`config.mk`:
```
export PLATFORM = sky130hd
export DESIGN_NAME = rcon_seq
export DESIGN_NICKNAME = d
export VERILOG_FILES = /design/src/rtl/rcon_seq.sv
export SDC_FILE = /design/constraint.sdc
export NUM_CORES = 1
export LEC_CHECK = 0
export ABC_AREA = 1
export CAP_MARGIN = 20
export CORE_MARGIN = 2
export CORE_UTILIZATION = 46
export CTS_BUF_LIST = sky130_fd_sc_hd__clkbuf_8
export CTS_CLUSTER_DIAMETER = 30
export DETAILED_ROUTE_END_ITERATION = 12
export GPL_ROUTABILITY_DRIVEN = 0
export HOLD_SLACK_MARGIN = 0.06
export PLACE_DENSITY = 0.79
export RECOVER_POWER = 50
export SLEW_MARGIN = 25
export SYNTH_ARGS = -nofsm -noshare
export SYNTH_HDL_FRONTEND = slang
export SYNTH_SLANG_ARGS = --single-unit
```
`constraint.sdc`:
```
create_clock -name clk -period 2.05 [get_ports clk]
set_clock_uncertainty 0.15 [all_clocks]
set_input_delay 0.5125 -clock clk [delete_from_list [all_inputs] [get_ports clk]]
set_output_delay 0.5125 -clock clk [all_outputs]
set_load 0.005 [all_outputs]
```
`src/rtl/rcon_seq.sv`:
```
// AES round-constant sequencer: generates Rcon bytes with a GF(2^8) xtime /
// inverse-xtime datapath and streams them over a valid/ready handshake.
module rcon_seq #(
    parameter int         WORD_W = 32,
    parameter logic [7:0] POLY   = 8'h1b,
    parameter int         IDX_W  = 4
) (
    input  logic              clk,
    input  logic              rst,
    input  logic              start,
    input  logic [1:0]        mode,
    input  logic              dir,
    input  logic              out_ready,
    output logic              out_valid,
    output logic [WORD_W-1:0] dout,
    output logic [IDX_W-1:0]  idx,
    output logic              last,
    output logic              busy,
    output logic              done,
    output logic              err
);

    typedef enum logic {IDLE, RUN} state_t;

    localparam logic [1:0] MODE_RSVD = 2'b11;

    state_t           state_q, state_d;
    logic [1:0]       mode_q, mode_d;
    logic             dir_q, dir_d;
    logic [7:0]       byte_q, byte_d;
    logic [IDX_W-1:0] idx_q, idx_d;
    logic             valid_q, valid_d;
    logic             last_q, last_d;
    logic             busy_q, busy_d;
    logic             done_q, done_d;
    logic             err_q, err_d;
    logic [IDX_W-1:0] last_fwd_idx;

    function automatic logic [IDX_W-1:0] seq_len(input logic [1:0] m);
        case (m)
            2'b01:   seq_len = IDX_W'(8);
            2'b10:   seq_len = IDX_W'(7);
            default: seq_len = IDX_W'(10);
        endcase
    endfunction

    // Reverse order starts from the last constant each key size consumes.
    function automatic logic [7:0] final_byte(input logic [1:0] m);
        case (m)
            2'b01:   final_byte = 8'h80;
            2'b10:   final_byte = 8'h40;
            default: final_byte = 8'h36;
        endcase
    endfunction

    function automatic logic [7:0] xtime(input logic [7:0] b);
        xtime = {b[6:0], 1'b0} ^ (b[7] ? POLY : 8'h00);
    endfunction

    // Undo xtime: an odd byte must have had the reduction applied, so the top bit was set.
    function automatic logic [7:0] inv_xtime(input logic [7:0] b);
        inv_xtime = b[0] ? (((b ^ POLY) >> 1) | 8'h80) : (b >> 1);
    endfunction

    assign last_fwd_idx = seq_len(mode_q) - IDX_W'(1);

    // NOTE: every signal gets a default first so no path leaves it unassigned and infers a latch.
    always_comb begin
        state_d = state_q;
        mode_d  = mode_q;
        dir_d   = dir_q;
        byte_d  = byte_q;
        idx_d   = idx_q;
        valid_d = valid_q;
        last_d  = last_q;
        busy_d  = busy_q;
        done_d  = 1'b0;
        err_d   = 1'b0;

        if (start) begin
            if (mode == MODE_RSVD) begin
                state_d = IDLE;
                byte_d  = 8'h00;
                idx_d   = '0;
                valid_d = 1'b0;
                last_d  = 1'b0;
                busy_d  = 1'b0;
                err_d   = 1'b1;
            end else begin
                state_d = RUN;
                mode_d  = mode;
                dir_d   = dir;
                valid_d = 1'b1;
                busy_d  = 1'b1;
                last_d  = 1'b0;
                if (dir) begin
                    byte_d = final_byte(mode);
                    idx_d  = seq_len(mode) - IDX_W'(1);
                end else begin
                    byte_d = 8'h01;
                    idx_d  = '0;
                end
            end
        end else if (state_q == RUN && valid_q && out_ready) begin
            if (last_q) begin
                state_d = IDLE;
                byte_d  = 8'h00;
                idx_d   = '0;
                valid_d = 1'b0;
                last_d  = 1'b0;
                busy_d  = 1'b0;
                done_d  = 1'b1;
            end else if (dir_q) begin
                byte_d = inv_xtime(byte_q);
                idx_d  = idx_q - IDX_W'(1);
                last_d = (idx_q == IDX_W'(1));
            end else begin
                byte_d = xtime(byte_q);
                idx_d  = idx_q + IDX_W'(1);
                last_d = (idx_q + IDX_W'(1) == last_fwd_idx);
            end
        end
    end

    // NOTE: state registers use non-blocking assignments so all flops update from pre-edge values.
    always_ff @(posedge clk) begin
        if (rst) begin
            state_q <= IDLE;
            mode_q  <= 2'b00;
            dir_q   <= 1'b0;
            byte_q  <= 8'h00;
            idx_q   <= '0;
            valid_q <= 1'b0;
            last_q  <= 1'b0;
            busy_q  <= 1'b0;
            done_q  <= 1'b0;
            err_q   <= 1'b0;
        end else begin
            state_q <= state_d;
            mode_q  <= mode_d;
            dir_q   <= dir_d;
            byte_q  <= byte_d;
            idx_q   <= idx_d;
            valid_q <= valid_d;
            last_q  <= last_d;
            busy_q  <= busy_d;
            done_q  <= done_d;
            err_q   <= err_d;
        end
    end

    generate
        if (WORD_W == 8) begin : g_narrow
            assign dout = byte_q;
        end else begin : g_wide
            assign dout = {byte_q, {(WORD_W-8){1'b0}}};
        end
    endgenerate

    assign out_valid = valid_q;
    assign idx       = idx_q;
    assign last      = last_q;
    assign busy      = busy_q;
    assign done      = done_q;
    assign err       = err_q;

endmodule

```
### After elaboration in Yosys (flattened, before gate mapping)

Index checks and enable logic that the tools add are counted.

* word-level logic and storage cells: 60
* register bits after elaboration: 19
* output and inout port bits: 41

* add/subtract/negate cells: 4
* bitwise operators: 5
* reductions and logical operators: 8
* mux-type cells: 28
* equality and inequality tests: 7

Operators by type and width (count)
* $mux 8: 7
* $mux 4: 9
* $pmux 4 s2: 2
* $pmux 8 s2: 1
* $sub 4x1->4 const B: 3
* $mux 1: 8
* $xor 8x5->8: 1
* $eq 2x2->1 const B: 3
* $mux 5: 1
* $add 4x1->4 const B: 1
* $eq 2x1->1 const B: 2
* $eq 4x1->1 const B: 1
* $eq 4x4->1: 1
* $not 4->4: 1
* $reduce_and 2->1: 2
* $reduce_bool 2->1: 2
* $reduce_or 2->1: 2
* $not 1->1: 3
* $reduce_or 3->1: 1
* $logic_and 1x1->1: 1

### Logic depth before layout (Yosys ltp)

Gate-level depths: netlist of the first run.

* depth after elaboration: 9
* mapped depth: 11
* depth with buffers taken out: 10

### Worst setup path before layout of the first run

No wires, ideal clock.

* kind: register to register
* from: reg idx_q[0], in the netlist idx[0]
* to: reg last_q, in the netlist last
* arrival time: 1.382 ns
* path slack: 0.448 ns
* required time: 1.830 ns
* period minus slack after synthesis: 1.602 ns
* cell stages (with the launch flop): 12
* buffers on the path: 1
* setup time: 0.070 ns
* path through: dfxtp_1 clkbuf_2 inv_1 ha_1 inv_1 nor2_1 nand3_1 nand2_1 nand3_1 nand2_1 nand2_1 a21oi_1

* cells in the longest elaborated chain, start to end: 4
* elaborated cells between the ends (all ways): 5
* those cells by class: add/sub: 1; eq/ne: 2; mux: 2

RTL lines
* start, declared: line 31 `logic [IDX_W-1:0] idx_q, idx_d;`
* start signal, assigned: line 143 `idx_q <= idx_d;`
* $add 4x1->4: line 120 `last_d = (idx_q + IDX_W'(1) == last_fwd_idx);`
* $eq 4x4->1: line 120
* $mux 1 *: line 113 `end else if (dir_q) begin`
* $mux 1 *: line 105 `if (last_q) begin`
* end signal, assigned: line 145 `last_q <= last_d;`
* end, declared: line 33 `logic last_q, last_d;`

Every way passes the cells marked *; elsewhere a longest branch is shown, timed or not.
A chain may end at the register's enable or synchronous reset.

### Final worst setup path of the first run

* from: reg idx_q[0], in the netlist idx[0]
* to: out idx[0]

RTL lines
* end, declared: line 16 `output logic [IDX_W-1:0] idx,`

No word-level cell between the ends.

==> out/results.ini, run 1 <==
[floorplan]
coreArea_sq_mm = 0.002781
die_y_microns = 58.18
die_x_microns = 58.18
ios = 48
core.rowCount = 19
die-area_sq_mm = 0.003384
initial_core_util_pct = 48.54

[yosys]
yosysTopAreaCell = dfxtp_1
syn_inst = 192
yosys_warnings = 0
synth-seq-cells = 19
synth.avg_cell_area_sq_um = 7.031
yosysTopAreaCellShare_pct = 28.17
syn_area_sq_mm = 0.001350
synth.distinct_cells = 25
seq_area_frac_synth_pct = 28.17
synth_area_leaders = dfxtp_1 28%, buf_4 14%, o21ai_0 8.2%, nand2_1 7.0%, ha_1 6.5%

[setup_path]
crit_fanout = 6
r2r-end = last
r2r_slack_ns = 0.32
cp_top_family = buffers and inverters
crit_path_start = idx[0]
arrival_ns = 1.29
r2r_cells = 10
slowest_stage = clkdlybuf4s50_1
crit_path_end = idx[0]
critPathBufInv = 1
critPathKind = reg2out
worstPathCellList = clkdlybuf4s50_1
crit_path_end_kind = output pin
cp-start-kind = flip-flop
cp_data_required_time_ns = 1.39
critical_path.max_stage_delay_ns = 0.55
cp.depth = 1
r2r-start = idx[1]

[pwr]
vdd_drop_max_uv = 506.9
cellPowerDensity_mw_per_mm2 = 593.4
leakage_nw = 0.7744

[global_routing]
overflow = 0
first_global_vias = 1068
antenna_found_initial = 0
grt_usage_pct = 17.73
grt_max_degree = 19
grt_pass1_wl_microns = 4581

[clocking]
htree_levels = 1
cts-buffers-inserted = 3
clk_path_buf_depth = 2
clk_latency_ns = 0.26
clk_pin_slew_ns = 0.07
holdBufCountCts = 0
cts_tree = done
cts.sinks = 19
post-cts-setup-buffers = 0
cts_resized = 0
clockRootBuffer = clkbuf_8

[min_path]
min_path_type = reg2reg

[placed_design]
post_dp_cell_area_sq_mm = 0.001549
detailed_place_hpwl_microns = 2088
port_buffers = 23

[job]
drv_cap = 0

[finish]
final_cell_mix = 25 x nand2_1, 24 x conb_1, 22 x o21ai_0
nets = 234
mostFrequentLayoutCell = nand2_1
synthToLayoutAreaGrowth_pct = 17.79
fillers = 266
drive_gt1_share_pct = 8.676
diodes = 0
finish.utilization_pct = 57.18
final_cell_area_sq_mm = 0.001590

[sta]
fmax_ghz = 0.5125
drv_slew = 0
setup_viol = 0
min_period_over_period_pct = 95.18
hold_viol_final = 0
rsz0062_at_grt = false
fin_crit_ns = 1.951

[routing]
routedWlPerCell_microns = 10.87
ant_nets = 0
via_count = 1239
drc_errors = 0
drt_iter0_markers = 27
wirelength_microns = 2717
via_per_inst = 4.956
detail_route.first_pass.iterations = 4

[status]
status = finished, final reports clean

[how the worst min path moves through the flow]
stage	from	end	slack, ns	cells after the start
2_1_floorplan	busy	busy	0.34	2
3_3_place_gp	last	last	0.35	2
3_5_place_dp	last	last	0.35	2
4_1_cts	last	last	0.36	2
5_1_grt	last	last	0.39	2
6_report	last	last	0.36	2
[worst min-delay path, stage by stage (launching register included)]
cell	delay [ns]
dfxtp_1	0.34
nand2_1	0.07
a21oi_1	0.05
[power breakdown]
part / internal [mW] / leakage, nW / switching (mW) / total, mW
clock network: 0.134 / 0.0269 / 0.135 / 0.268
registers: 0.395 / 0.157 / 0.0266 / 0.421
logic: 0.118 / 0.591 / 0.136 / 0.254
[kinds of logic (layout without fill, tap and decap cells)]
kind of cell / after synthesis / in the layout / share of synthesized area, %
AOI/OAI and AO/OA: 48 / 48 / 19.28
xor gates and xnor gates: 7 / 7 / 4.541
adders and majority gates: 7 / 7 / 6.487
buffers and inverters: 57 / 61 / 24.47
DFF: 19 / 19 / 28.17
other: 1 / 24 / 0.2778
and+or+nand+nor: 53 / 53 / 16.77
[layout make-up]
type                            count  area, sq um  share of cell area, %
Clock buffer                        3        41.29                  2.596
Clock inverter                      1        3.754                 0.2360
Inverter                           25        93.84                  5.901
Multi-Input combinational cell    139        725.7                  45.63
Sequential cell                    19        380.4                  23.92
Tap cell                           31        38.79                  2.439
Timing Repair Buffer               32        306.5                  19.28
[cell usage after synthesis]
master	n
buf_4	26
nand2_1	25
o21ai_0	22
inv_1	20
dfxtp_1	19
a21oi_1	17
nor2_1	15
ha_1	7
nand3_1	7
xor2_1	6
a31oi_1	5
inv_2	5
nand4_1	3
buf_6	2
clkbuf_2	2
o211ai_1	2
a211oi_1	1
buf_2	1
clkbuf_1	1
conb_1	1
nand2_2	1
nor2_4	1
nor3_1	1
o221a_2	1
xnor2_1	1
[layer usage]
layer	up-vias	global-route usage, %	share of wire [%]
li1	629	-	-
met4	0	6.645	1.5
met2	42	29.71	47
met1	561	21.60	45
met3	7	4.911	6.6
met5	-	0	0
[registers in the layout, summed over array words and instances (netlist names)]
register	cells
byte_q	8
idx	4
busy	1
last	1
err	1
done	1
dir_q	1
mode_q	2
[per-stage QoR]
| step | std cells | power, mW | setup TNS [ns] | hold WS [ns] | setup WS [ns] |
|---|---|---|---|---|---|
| 2_1_floorplan | 215 | 0.6214 | 0 | 0.3419 | 0.4483 |
| 3_3_place_gp | 246 | 0.6844 | 0 | 0.3513 | 0.04268 |
| 3_5_place_dp | 246 | 0.6885 | -0.004170 | 0.3517 | -0.004170 |
| 4_1_cts | 250 | 0.9474 | 0 | 0.3612 | 0.1031 |
| 5_1_grt | 250 | 0.9965 | 0 | 0.3924 | 0.02268 |
| 6_report | 250 | 0.9437 | 0 | 0.3574 | 0.09886 |
No activity file was read; power rests on OpenSTA's default activity.
==> run 2: changes to the inputs <==
--- a/config.mk
+++ b/config.mk
@@ -10,11 +10,11 @@
 export CORE_MARGIN = 2
 export CORE_UTILIZATION = 46
 export CTS_BUF_LIST = sky130_fd_sc_hd__clkbuf_8
-export CTS_CLUSTER_DIAMETER = 30
+export CTS_CLUSTER_DIAMETER = 200
 export DETAILED_ROUTE_END_ITERATION = 12
 export GPL_ROUTABILITY_DRIVEN = 0
 export HOLD_SLACK_MARGIN = 0.06
-export PLACE_DENSITY = 0.79
+export PLACE_DENSITY = 0.93
 export RECOVER_POWER = 50
 export SLEW_MARGIN = 25
 export SYNTH_ARGS = -nofsm -noshare
==> run 2 against run 1 <==
Against the previous run:
- wire length is 2.9% higher
- die area stayed put
- clock power is 3% lower
- sequential share of layout area increased by 0.095 points
- sequential power is essentially flat
- cell count decreased by 0.40%
- combinational power about the same
- non-clock buffer count decreased by 1
- hold slack gained 0.028 ns
- utilization decreased by 0.22 points
- setup slack improved by 0.013 ns
- first-iteration DRC count up 15%
- critical endpoint unchanged
- largest cell class unchanged
==> out/results.ini, run 2 (same netlist as run 1, synthesis figures left out) <==
[setup_path]
cp_data_required_time_ns = 1.39
slowest_stage = clkdlybuf4s50_1
crit_fanout = 6
arrival_ns = 1.28
worstPathCellList = clkdlybuf4s50_1
critPathBufInv = 1
critPathKind = reg2out
cp_top_family = buffers and inverters
cp-start-kind = flip-flop
crit_path_end_kind = output pin
critical_path.max_stage_delay_ns = 0.55

[clocking]
clk_pin_slew_ns = 0.07
clockRootBuffer = clkbuf_8
holdBufCountCts = 0
cts_tree = done
htree_levels = 1
clk_latency_ns = 0.26
cts.sinks = 19
cts-buffers-inserted = 3
post-cts-setup-buffers = 0
cts_resized = 0
clk_path_buf_depth = 2

[status]
status = finished, final reports clean

[min_path]
min_path_type = reg2reg

[pwr]
finalPower_mw = 0.9384
p_switching_mw = 0.2921
clockPowerShare_pct = 27.9
vdd_drop_max_uv = 660.4
leakage_nw = 0.7678
p_int_mw = 0.6463
cellPowerDensity_mw_per_mm2 = 592.4
pwr-share-seq_pct = 45.2
pwr-share-comb_pct = 26.9
swShare_pct = 31.13

[global_routing]
overflow = 0
grt_usage_pct = 16.84
antenna_found_initial = 0
grt_pass1_wl_microns = 4443
grt_max_degree = 19
first_global_vias = 1048

[sta]
min_period_over_period_pct = 94.53
fin_ws_ns = 0.1122
fin_crit_ns = 1.938
rsz0062_at_grt = false
hold_viol_final = 0
fmax_ghz = 0.5160
setup_viol = 0
drv_slew = 0
tns_ns = 0

[finish]
largest_reg_flops = 8
final_cell_mix = 25 x nand2_1, 24 x conb_1, 22 x o21ai_0
mostFrequentLayoutCell = nand2_1
drive_gt1_share_pct = 8.716
synthToLayoutAreaGrowth_pct = 17.33
seq_area_sq_um = 380.4
regMostFlops = byte_q
nets = 233
multi_input_comb_area_sq_um = 725.7
diodes = 0
fillers = 260

[routing]
drc_errors = 0
wirelength_microns = 2796
routedWlPerCell_microns = 11.23
ant_nets = 0
via_per_inst = 5.048
via_count = 1257
detail_route.first_pass.iterations = 4
drt_iter0_markers = 31

[floorplan]
die_x_microns = 58.18
die_y_microns = 58.18
initial_core_util_pct = 48.54
die-area_sq_mm = 0.003384
ios = 48
core.rowCount = 19
coreArea_sq_mm = 0.002781

[job]
drv_cap = 0

[placed_design]
dp_slack_ns = 0.007884
port_buffers = 23
detailed_place_hpwl_microns = 2127

run 2: cell count changes in the layout (fill, tap and decap cells not counted):
cell / previous run / this run
clkinv_2: 0 / 1
buf_4: 7 / 6
inv_1: 21 / 20
run 2: routing by layer:
metal / track usage, % / wire (microns) / vias to the layer above
met5: 0 / 0 / -
met4: 5.316 / 48 / 0
met3: 5.134 / 188 / 8
met2: 27.76 / 1392 / 57
met1: 21.05 / 1166 / 564
li1: - / - / 628
run 2: power groups by stage:
stage               Clock, mW  Sequential (mW)  Combinational, mW
detailed placement          0            0.433              0.254
CTS                     0.266            0.424              0.256
finish                  0.261            0.424              0.253
global placement            0            0.432              0.248
floorplan                   0            0.425              0.196
global route            0.280            0.428              0.285
run 2: final cells by class:
type	instances	share of cell area, %
inverter	25	5.924
sequential	19	24.01
multi-input combinational	139	45.81
tap	31	2.449
clock inverter	1	0.3160
clock buffer	3	2.607
timing repair buffer	31	18.88
run 2: final timing paths:
check	to	depth (start not counted)	slack, ns	from
setup / recovery	idx[0]	1	0.11	idx[0]
hold / removal	byte_q[3]	2	0.39	byte_q[3]
setup reg to reg	last	10	0.32	idx[1]
hold reg to reg	byte_q[3]	2	0.39	byte_q[3]
run 2: per-stage QoR:
step	area, sq um	util, %	instances	hold slack (ns)
6_report	1584	56.95	249	0.3851
4_1_cts	1588	57.08	249	0.3841
2_1_floorplan	1436	-	215	0.3419
3_5_place_dp	1541	55.42	245	0.3673
5_1_grt	1584	56.95	249	0.4066
3_3_place_gp	1541	55.42	245	0.3536
==> run 3: changes to the inputs <==
--- a/config.mk
+++ b/config.mk
@@ -7,7 +7,6 @@
 export LEC_CHECK = 0
 export ABC_AREA = 1
 export CAP_MARGIN = 20
-export CORE_MARGIN = 2
 export CORE_UTILIZATION = 46
 export CTS_BUF_LIST = sky130_fd_sc_hd__clkbuf_8
 export CTS_CLUSTER_DIAMETER = 200
==> run 3 against run 2 <==
Against the previous run:
- clock-buffer cell count stayed put
- hold slack worse by 0.017 ns
- utilization is 0.22 points higher
==> out/results.ini, run 3 (same netlist as run 1, synthesis figures left out) <==
[setup_path]
slowest_stage = clkdlybuf4s50_1
critPathKind = reg2out
worstPathCellList = clkdlybuf4s50_1
cp_top_family = buffers and inverters
crit_path_end_kind = output pin
arrival_ns = 1.27
critical_path.max_stage_delay_ns = 0.56
crit_fanout = 7
critPathBufInv = 1
cp_data_required_time_ns = 1.39
cp-start-kind = flip-flop

[global_routing]
antenna_found_initial = 0
first_global_vias = 1079
use_met3_pct = 5.116
grt_usage_pct = 18.27
grt-busiest-layer = met2
overflow = 0
grt_max_degree = 19
grt_pass1_wl_microns = 4588
gr-usage-met1_pct = 21.39
grtUsageMet2_pct = 32.31

[placed_design]
port_buffers = 23
detailed_place_hpwl_microns = 2159
post_dp_cell_area_sq_mm = 0.001541
dp.cells = 245

[sta]
rsz0062_at_grt = false
fin_crit_ns = 1.934
fmax_ghz = 0.5170
hold_viol_final = 0
setup_viol = 0
drv_slew = 0
min_period_over_period_pct = 94.35

[clocking]
clk_latency_ns = 0.25
cts_tree = done
cts.sinks = 19
clk_path_buf_depth = 2
post-cts-setup-buffers = 0
clk_pin_slew_ns = 0.07
htree_levels = 1
clockRootBuffer = clkbuf_8
cts-buffers-inserted = 3

[routing]
routedWlPerCell_microns = 11.24
drt_iter0_markers = 56
wirelength_microns = 2800
via_per_inst = 4.880
drc_errors = 0
detail_route.first_pass.iterations = 4
via_count = 1215
ant_nets = 0

[finish]
diodes = 0
fillers = 266
mostFrequentLayoutCell = nand2_1
seq_area_sq_um = 381.6
drive_gt1_share_pct = 7.798
regMostFlops = byte_q
finalNonFillerCells = 249
final_cell_area_sq_mm = 0.001577
nets = 233
final_cell_mix = 25 x nand2_1, 24 x conb_1, 22 x inv_1, 22 x o21ai_0, 18 x dfxtp_1
multi_input_comb_area_sq_um = 718.2
largest_reg_flops = 8
synthToLayoutAreaGrowth_pct = 16.77

[status]
status = finished, final reports clean

[floorplan]
coreArea_sq_mm = 0.002758
die-area_sq_mm = 0.003156
core.rowCount = 19
die_y_microns = 56.18
ios = 48
initial_core_util_pct = 48.96
die_x_microns = 56.18

[pwr]
vdd_drop_max_uv = 588.2
finalPower_mw = 0.9296
cellPowerDensity_mw_per_mm2 = 589.7
leakage_nw = 0.7704

[min_path]
min_path_type = reg2reg

[job]
drv_cap = 0

-- run 3: area by class of cell --
class	instances	share of cell area [%]
multi-input cells	139	45.56
flip-flops and latches	19	24.21
repair buffers	31	18.97
inverters	25	5.952
clock buffers	3	2.619
well taps	31	2.460
clock inverters	1	0.2381
-- run 3: timing repair --
action / CTS / global route
setup endpoints to repair: 0 / 1
resized for setup: 0 / 1
hold buffers: 0 / 0
-- run 3: worst paths after layout --
kind / startpoint / end / slack [ns] / cells past startpoint
worst min-delay path: last / last / 0.37 / 2
worst min register to register: last / last / 0.37 / 2
worst max-delay path: idx[1] / idx[1] / 0.12 / 1
worst max register to register: idx[1] / last / 0.32 / 10
-- run 3: metrics by stage --
| step | setup TNS (ns) | setup slack (ns) | hold slack (ns) | util, % |
|---|---|---|---|---|
| after floorplan | 0 | 0.4483 | 0.3419 | - |
| after global placement | 0 | 0.03943 | 0.3519 | 55.90 |
| after detailed placement | -0.03355 | -0.03355 | 0.3599 | 55.90 |
| after CTS | 0 | 0.01008 | 0.3715 | 57.53 |
| after global routing | 0 | 0.04679 | 0.3874 | 57.17 |
| final | 0 | 0.1158 | 0.3679 | 57.17 |
-- run 3: power breakdown --
| group | total (mW) | internal, mW | switching, mW |
|---|---|---|---|
| combinational | 0.249 | 0.115 | 0.134 |
| sequential | 0.427 | 0.395 | 0.0317 |
| clock | 0.253 | 0.133 | 0.120 |
-- run 3: per-layer routing --
layer  wire length [microns]  share of wire (%)
met1                    1192                 43
met2                    1379                 49
met3                     188                6.7
met4                      40                1.4
met5                       0                  0
